$ cat src/rtl/result_wb_ctrl_if.sv
// Write port of the output BRAM: address, enable, per-lane write enables and packed data.
interface result_wb_ctrl_if #(
    parameter int unsigned ACC_W  = 16,
    parameter int unsigned N_MACS = 4,
    parameter int unsigned AW     = 8
);
    logic [AW-1:0]           bram_addr;
    logic                    bram_en;
    logic [N_MACS-1:0]       bram_we;
    logic [N_MACS*ACC_W-1:0] bram_din;

    modport master (output bram_addr, output bram_en, output bram_we, output bram_din);
    modport slave  (input bram_addr, input bram_en, input bram_we, input bram_din);
endinterface

$ cat src/rtl/result_wb_ctrl.sv
// Result write-back controller: collects per-lane accumulator results, packs them into one
// BRAM word and writes NUM_WORDS words at consecutive addresses from a latched base.
module result_wb_ctrl #(
    parameter int unsigned ACC_W     = 16,
    parameter int unsigned N_MACS    = 4,
    parameter int unsigned MEM_DEPTH = 256,
    parameter int unsigned NUM_WORDS = 4,
    localparam int unsigned AW       = $clog2(MEM_DEPTH)
) (
    input  logic              clk,
    input  logic              rst,
    input  logic              start,
    input  logic [AW-1:0]     base_addr,
    input  logic              flush,
    input  logic [ACC_W-1:0]  acc_in_0,
    input  logic [ACC_W-1:0]  acc_in_1,
    input  logic [ACC_W-1:0]  acc_in_2,
    input  logic [ACC_W-1:0]  acc_in_3,
    input  logic [N_MACS-1:0] valid_in,
    result_wb_ctrl_if.master  bram,
    output logic              busy,
    output logic              done,
    output logic              overrun
);

    localparam logic [AW:0]   DEPTH_EXT = (AW+1)'(MEM_DEPTH);
    localparam logic [AW-1:0] LAST_WORD = AW'(NUM_WORDS - 1);

    typedef enum logic [1:0] {StIdle, StCollect, StDone} state_e;

    state_e                  state_q, state_d;
    logic [N_MACS-1:0]       pending_q, pending_d;
    logic [ACC_W-1:0]        buf_q [N_MACS];
    logic [ACC_W-1:0]        buf_d [N_MACS];
    logic [AW-1:0]           base_q, base_d;
    logic [AW-1:0]           cnt_q, cnt_d;
    logic [N_MACS*ACC_W-1:0] din_q, din_d;
    logic                    overrun_q, overrun_d;

    logic [ACC_W-1:0]        acc_lane [N_MACS];
    logic [N_MACS*ACC_W-1:0] word;
    logic [AW:0]             addr_sum;
    logic                    fire;

    assign acc_lane[0] = acc_in_0;
    assign acc_lane[1] = acc_in_1;
    assign acc_lane[2] = acc_in_2;
    assign acc_lane[3] = acc_in_3;

    // Fire is decided on registered pending bits; captures in the fire cycle start the next word.
    assign fire = (state_q == StCollect) && ((&pending_q) || (flush && (|pending_q)));

    // Pack pending lanes, lane 0 in the LSBs; lanes not pending are driven as zero.
    always_comb begin
        word = '0;
        for (int i = 0; i < N_MACS; i++) begin
            if (pending_q[i]) word[i*ACC_W +: ACC_W] = buf_q[i];
        end
    end

    // Write address wraps modulo MEM_DEPTH, also for non power-of-two depths.
    always_comb begin
        addr_sum = {1'b0, base_q} + {1'b0, cnt_q};
        if (addr_sum >= DEPTH_EXT) addr_sum = addr_sum - DEPTH_EXT;
    end

    assign bram.bram_addr = addr_sum[AW-1:0];
    assign bram.bram_en   = fire;
    assign bram.bram_we   = fire ? pending_q : '0;
    assign bram.bram_din  = fire ? word : din_q;
    assign busy           = (state_q == StCollect);
    assign done           = (state_q == StDone);
    assign overrun        = overrun_q;

    // Next-state logic: run control, lane capture, overrun detection and word commit.
    always_comb begin
        state_d   = state_q;
        pending_d = pending_q;
        buf_d     = buf_q;
        base_d    = base_q;
        cnt_d     = cnt_q;
        din_d     = din_q;
        overrun_d = overrun_q;
        unique case (state_q)
            StIdle: begin
                if (start) begin
                    state_d   = StCollect;
                    base_d    = base_addr;
                    cnt_d     = '0;
                    pending_d = '0;
                    overrun_d = 1'b0;
                end
            end
            StCollect: begin
                if (fire) pending_d = '0;
                for (int i = 0; i < N_MACS; i++) begin
                    if (valid_in[i]) begin
                        if (!pending_q[i] || fire) begin
                            buf_d[i]     = acc_lane[i];
                            pending_d[i] = 1'b1;
                        end else begin
                            overrun_d = 1'b1;
                        end
                    end
                end
                if (fire) begin
                    din_d = word;
                    cnt_d = cnt_q + 1'b1;
                    if (cnt_q == LAST_WORD) state_d = StDone;
                end
            end
            StDone: state_d = StIdle;
            default: state_d = StIdle;
        endcase
    end

    // State registers with asynchronous active-low clear.
    always_ff @(posedge clk or negedge rst) begin
        if (!rst) begin
            state_q   <= StIdle;
            pending_q <= '0;
            base_q    <= '0;
            cnt_q     <= '0;
            din_q     <= '0;
            overrun_q <= 1'b0;
            for (int i = 0; i < N_MACS; i++) buf_q[i] <= '0;
        end else begin
            state_q   <= state_d;
            pending_q <= pending_d;
            base_q    <= base_d;
            cnt_q     <= cnt_d;
            din_q     <= din_d;
            overrun_q <= overrun_d;
            buf_q     <= buf_d;
        end
    end

endmodule

$ cat src/flat_wrapper.sv
// flat-port wrapper written by rule: the top's interface ports become plain ports
module result_wb_ctrl_flat 
#(
    parameter int unsigned ACC_W     = 16,
    parameter int unsigned N_MACS    = 4,
    parameter int unsigned MEM_DEPTH = 256,
    parameter int unsigned NUM_WORDS = 4,
    localparam int unsigned AW       = $clog2(MEM_DEPTH)
)
  (clk, rst, start, base_addr, flush, acc_in_0, acc_in_1, acc_in_2, acc_in_3, valid_in, busy, done, overrun, bram_bram_addr, bram_bram_en, bram_bram_we, bram_bram_din);
  result_wb_ctrl_if #(.ACC_W(ACC_W), .N_MACS(N_MACS), .AW(8)) bram_i ();
  input  logic clk;
  input  logic rst;
  input  logic start;
  input  logic [AW-1:0] base_addr;
  input  logic flush;
  input  logic [ACC_W-1:0] acc_in_0;
  input  logic [ACC_W-1:0] acc_in_1;
  input  logic [ACC_W-1:0] acc_in_2;
  input  logic [ACC_W-1:0] acc_in_3;
  input  logic [N_MACS-1:0] valid_in;
  output logic busy;
  output logic done;
  output logic overrun;
  output wire logic [$bits(bram_i.bram_addr)-1:0] bram_bram_addr;
  output wire logic [$bits(bram_i.bram_en)-1:0] bram_bram_en;
  output wire logic [$bits(bram_i.bram_we)-1:0] bram_bram_we;
  output wire logic [$bits(bram_i.bram_din)-1:0] bram_bram_din;
  assign bram_bram_addr = bram_i.bram_addr;
  assign bram_bram_en = bram_i.bram_en;
  assign bram_bram_we = bram_i.bram_we;
  assign bram_bram_din = bram_i.bram_din;
  result_wb_ctrl #(.ACC_W(ACC_W), .N_MACS(N_MACS), .MEM_DEPTH(MEM_DEPTH), .NUM_WORDS(NUM_WORDS)) u_core (.clk(clk), .rst(rst), .start(start), .base_addr(base_addr), .flush(flush), .acc_in_0(acc_in_0), .acc_in_1(acc_in_1), .acc_in_2(acc_in_2), .acc_in_3(acc_in_3), .valid_in(valid_in), .bram(bram_i), .busy(busy), .done(done), .overrun(overrun));
endmodule
$ cat config.mk
export PLATFORM = sky130hd
export DESIGN_NAME = result_wb_ctrl_flat
export DESIGN_NICKNAME = d
export VERILOG_FILES = /design/src/rtl/result_wb_ctrl_if.sv /design/src/rtl/result_wb_ctrl.sv /design/src/flat_wrapper.sv
export SDC_FILE = /design/constraint.sdc
export NUM_CORES = 1
export LEC_CHECK = 0
export BUFFER_PORTS_ARGS = -buffer_cell sky130_fd_sc_hd__buf_2
export CAP_MARGIN = 0
export CORE_ASPECT_RATIO = 1.2
export CORE_UTILIZATION = 39
export DETAILED_ROUTE_END_ITERATION = 16
export GPL_TIMING_DRIVEN = 0
export HOLD_SLACK_MARGIN = 0.03
export PLACE_DENSITY_LB_ADDON = 0.25
export SLEW_MARGIN = 5
export SYNTH_ARGS = -nofsm -noshare
export SYNTH_HDL_FRONTEND = slang
export SYNTH_SLANG_ARGS = --single-unit
export TNS_END_PERCENT = 10
$ cat constraint.sdc
create_clock -name clk -period 2.35 [get_ports clk]
set_input_delay 0.47 -clock clk [delete_from_list [all_inputs] [get_ports clk]]
set_output_delay 0.47 -clock clk [all_outputs]
set_load 0.05 [all_outputs]
After elaboration in Yosys (flattened, before gate mapping). Index checks and enable logic that the tools add are counted.

Register bits: 151. Logic and storage cells: 78. Bits of input ports: 80. Output and inout bits: 80.

Equality and inequality tests: 6. $lt $le $gt $ge: 1. Mux-type cells: 35. $add $sub $neg: 3. Reduce and logical (&&, ||, !) cells: 23.

Operator list (number): $mux 16 (4); $mux 64 (1); $mux 8 (3); $reduce_and 3->1 (6); $mux 1 (17); $pmux 8 s2 (1); $mux 4 (3); $add 8x8->9 (1); $ge 9x9->1 const B (1); $add 8x1->8 const B (1); $eq 8x2->1 const B (1); $pmux 4 s2 (1); $sub 8x1->8 const B (1); $mux 2 (3); $logic_or 1x1->1 (5); $logic_not 1->1 (4); $ne 2x1->1 const B (2); $pmux 2 s2 (1); $reduce_and 2->1 (2); $reduce_and 4->1 (1); $reduce_or 4->1 (1); $eq 2x1->1 const B (1); $eq 2x2->1 const B (1); $logic_and 1x1->1 (2); other kinds (4) (4).

Depth between registers and ports, before layout.
Word-level depth: 14. Mapped depth: 8. Gate-level depth less buffers: 7.

Least setup slack after synthesis. Ideal clock, no wire load.

Kind: reg-to-output. Start point: register u_core.cnt_q[0]. End point: output port bram_bram_addr[6]. Slack: -1.270 ns. Buffers on the path: 0. Cell stages (with the launch flop): 8. Arrival: 3.150 ns. Required time: 1.880 ns. Cell sequence: dfrtp_1 -> ha_1 -> inv_1 -> fa_1 -> nor2b_1 -> o21a_1 -> o21a_1 -> o311ai_0.

Word-level cells in the longest chain between the ends: 3. Elaborated cells between the ends (all ways): 4. Classes of those cells: 2 x add/sub; 1 x order compare; 1 x mux.

Ends and longest elaborated chain: from (decl) (line result_wb_ctrl.sv:36) `logic [AW-1:0] cnt_q, cnt_d;`; from (signal assigned) (line result_wb_ctrl.sv:131) `cnt_q <= cnt_d;`; $add 8x8->9 (*) (line result_wb_ctrl.sv:63) `addr_sum = {1'b0, base_q} + {1'b0, cnt_q};`; $sub 8x1->8 or $ge 9x9->1 (tied branches) (line result_wb_ctrl.sv:64) `if (addr_sum >= DEPTH_EXT) addr_sum = addr_sum - DEPTH_EXT;`; $mux 8 (*) (line result_wb_ctrl.sv:64); to (decl) (line flat_wrapper.sv:25) `output wire logic [$bits(bram_i.bram_addr)-1:0] bram_bram_addr;`.

Every way passes the cells marked *; elsewhere a longest branch is shown, timed or not.

Worst setup path after layout.
Start point: register u_core.pending_q[2]. End point: output port bram_bram_din[61].

Word-level cells in the longest chain between the ends: 5. Elaborated cells between the ends (all ways): 6. Classes of those cells: 1 x mux; 5 x reduce/logical.

Ends and longest elaborated chain: from (decl) (line result_wb_ctrl.sv:32) `logic [N_MACS-1:0] pending_q, pending_d;`; from (signal assigned) (line result_wb_ctrl.sv:129) `pending_q <= pending_d;`; $reduce_or 4->1 (line result_wb_ctrl.sv:51) `assign fire = (state_q == StCollect) && ((&pending_q) || (flush && (|pending_q)));`; $logic_and 1x1->1 (line result_wb_ctrl.sv:51); $logic_or 1x1->1 (*) (line result_wb_ctrl.sv:51); $logic_and 1x1->1 (*) (line result_wb_ctrl.sv:51); $mux 64 (*) (line result_wb_ctrl.sv:70) `assign bram.bram_din = fire ? word : din_q;`; to (decl) (line flat_wrapper.sv:28) `output wire logic [$bits(bram_i.bram_din)-1:0] bram_bram_din;`.

Marks and branches as above.

==> results.txt <==
CP cell instances -> buf_6 -> o31a_4 -> o211ai_4 -> buf_6 -> inv_8 -> buf_6 -> nand3_1 -> nand2_1 -> buf_4
Filler Cells Inserted -> 1515
GRT Overall Usage -> 19.32%
Via Count -> 5199
Hold Crit Start -> base_addr[2]
largest net degree at the start of global routing -> 82
syn nets -> 738
VDD IR max -> 0.9362 mV
Slew Viols, Final -> 0
Post-Place Worst Slack -> -255.3 ps
Synth Cell Area -> 6698 um^2
commonest non-fill, non-tap cell in the layout -> nand2_1
area grow syn2layout -> 39.72%
CP Max Fanout -> 10
Setup crit start -> u_core.pending_q[2]
fraction of registers with async set/reset -> 100.0%
Fmax achieved -> 369.0 MHz
Core Footprint -> 16850 um^2
Clk network pwr share -> 17.7%
I/O pin cnt -> 160
WP data arrival -> 2240 ps
setup TNS -> -23010 ps
RSZ-0062 raised after global routing -> yes
routed wire length -> 16.14 mm
CP most frequent cell -> buf_6
total power -> 0.01571 W
R2R setup slack -> 370 ps
# rows -> 52
Clock Latency Late Sink -> 420 ps
worst hold path class -> input port to register
endpoints failing setup -> 73
slowest cell delay on critical path -> 390 ps
Final Skew -> 7.117 ps
nets -> 933
status -> finished, violations left
reg2reg start -> u_core.pending_q[2]
count of cell types in the netlist -> 52
Synth warnings -> 0
count of buffers from port buffering -> 159
antenna viol nets, final -> 0
DRT iter0 DRCs -> 265
Startpoint Class -> register
critical path type -> register to primary output
Die Span X -> 121.6 um
#FFs+latches synth -> 151
sw power -> 0.007009 W
predominant post-synthesis flop cell -> dfrtp_1
Slew @ Worst Pin -> 677.4 ps
slowest cell on the critical path -> dfrtp_1
Leak Pwr -> 4.933 nW
Sink Count -> 151
GPL Wtd Cong -> 0.8094
Post-synth EDFFs -> 0
Clock Root Buffer -> clkbuf_16
CP Buf/Inv Count -> 5
commonest non-fill, non-tap cells in the layout -> 217 x nand2_1, 147 x dfrtp_1, 91 x buf_2
vias per cell -> 4.841
final hold vios -> 0
Mean Syn Cell Area -> 10.32 um^2
CTS Buffer Depth -> 2
die area -> 17700 um^2
initial core utilization -> 39.75%
combinational share of power -> 55.6%
internal power -> 0.008702 W
DP Area -> 7821 um^2
violated checks -> negative setup slack
setup slack after layout -> -359.7 ps
register area share after synthesis -> 56.42%
Max-cap violations -> 0
fin area -> 9358 um^2
gr ovfl total -> 0
hpwl dp -> 10.99 mm
largest area contributor in the netlist -> dfrtp_1
WP data required -> 1880 ps
Synth area leaders -> dfrtp_1 56%, nand2_1 13%, mux2_1 6.1%
Slew headroom -> 54.74%
vias in the first global route -> 5145
Pwr Density -> 1679 nW/um^2
DR pass1 iterations -> 4
Worst Hold Slack -> 236.6 ps
first-pass GRT wire length -> 26.50 mm
WL/cell -> 15.02 um
Tmin final -> 2710 ps
top-area cell type share of the netlist area -> 56.42%
Final Cycle Share -> 115.3%
CP top delay family -> buffers and inverters
Worst-path clk slew -> 60 ps
initial antenna violation count -> 0
DIE HEIGHT -> 145.6 um
cell count after synthesis -> 649
Seq pwr share -> 26.8%
layout cells sized above 1 -> 35.59%
TritonCTS Buffers -> 17
Crit. End Element -> primary output
# H-tree levels -> 4
post-route DRC violation count -> 0
switch share -> 44.61%
TritonCTS clock tree -> done
==> power by group through the flow <==
| stage | Combinational [W] | Sequential (W) | Clock (W) |
|---|---|---|---|
| floorplan | 0.00551 | 0.00410 | 0 |
| global placement | 0.00702 | 0.00418 | 0 |
| CTS | 0.00860 | 0.00418 | 0.00283 |
| detailed placement | 0.00710 | 0.00422 | 0 |
| finish | 0.00873 | 0.00421 | 0.00278 |
| global route | 0.00935 | 0.00434 | 0.00294 |
==> routing by layer <==
metal,up-vias,track usage (%),share of wire (%)
met2,117,30.85,49
met1,2487,25.91,45
met3,21,3.840,4.1
met5,-,0,0
li1,2574,-,-
met4,0,7.037,1.8
==> stage by stage <==
step                cells  utilization (%)
floorplan             649                -
global placement     1024            46.19
detailed placement   1025            46.41
CTS                  1074            54.54
global route         1073            55.52
finish               1074            55.53
==> sequential cells by signal (all words and copies together), names as in the netlist <==
signal	flops
u_core.base_q	8
u_core.buf_q	64
u_core.cnt_q	8
u_core.din_q	64
u_core.overrun	1
u_core.pending_q	4
u_core.state_q	2
==> kinds of logic (layout without fill, tap and decap cells) <==
logic type | after synthesis | after routing | synth area share, %
compound gates | 43 | 43 | 4.950
xor+xnor | 5 | 5 | 0.6538
fa+ha+maj | 9 | 9 | 1.793
buf+inv | 51 | 259 | 4.147
flops | 151 | 151 | 56.42
mux | 66 | 66 | 11.62
other cells | 0 | 1 | 0
simple gates | 324 | 324 | 20.42
==> path summary, 6_finish.rpt <==
check / depth (start not counted) / to
max: 9 / bram_bram_din[61]
min: 3 / u_core.base_q[2]
max reg2reg: 7 / u_core.buf_q[43]
min reg2reg: 2 / u_core.din_q[24]
max in group asynchronous: 3 / u_core.state_q[1]
min in group asynchronous: 2 / u_core.din_q[41]
==> synthesized netlist by cell type, types with 3 or more instances <==
cell type,n
nand2_1,224
dfrtp_1,151
nand3_1,68
mux2_1,36
mux2_2,18
buf_2,15
inv_1,14
mux2_4,10
nor2_1,9
buf_4,8
ha_1,8
clkbuf_1,7
o21ai_0,7
a21oi_1,6
a22o_1,5
buf_6,5
and3_1,4
nor2b_1,4
xnor2_1,4
a311o_1,3
nand2b_1,3
==> worst register-to-register path: cells and delay by family, from the launching register on <==
family	cells	cell delay, ps
buffers and inverters	3	450
AOI/OAI and AO/OA	1	290
DFF	1	390
and+or+nand+nor	2	420
muxes	1	310
==> cell type report <==
cell class              instances  area, um^2  area share (%)
flip-flops and latches        151        3784           40.43
multi-input cells             447        2831           30.26
plain buffers                  34       326.6           3.490
clock inverters                10       147.6           1.578
inverters                      16       70.07          0.7488
clock buffers                  22       444.2           4.747
repair buffers                177        1481           15.83
diodes                          1       2.502         0.02674
well taps                     216       270.3           2.888
==> repair_timing <==
action | CTS | global route
pin swaps | 12 | 5
buffers inserted | 13 | 0
hold endpoints to repair | 8 | 0
endpoints found under the setup margin | 76 | 75
hold buffers | 1 | 0
gates resized for setup | 178 | 50
cloned | 3 | 1
Power figures use the tool's default switching activity.
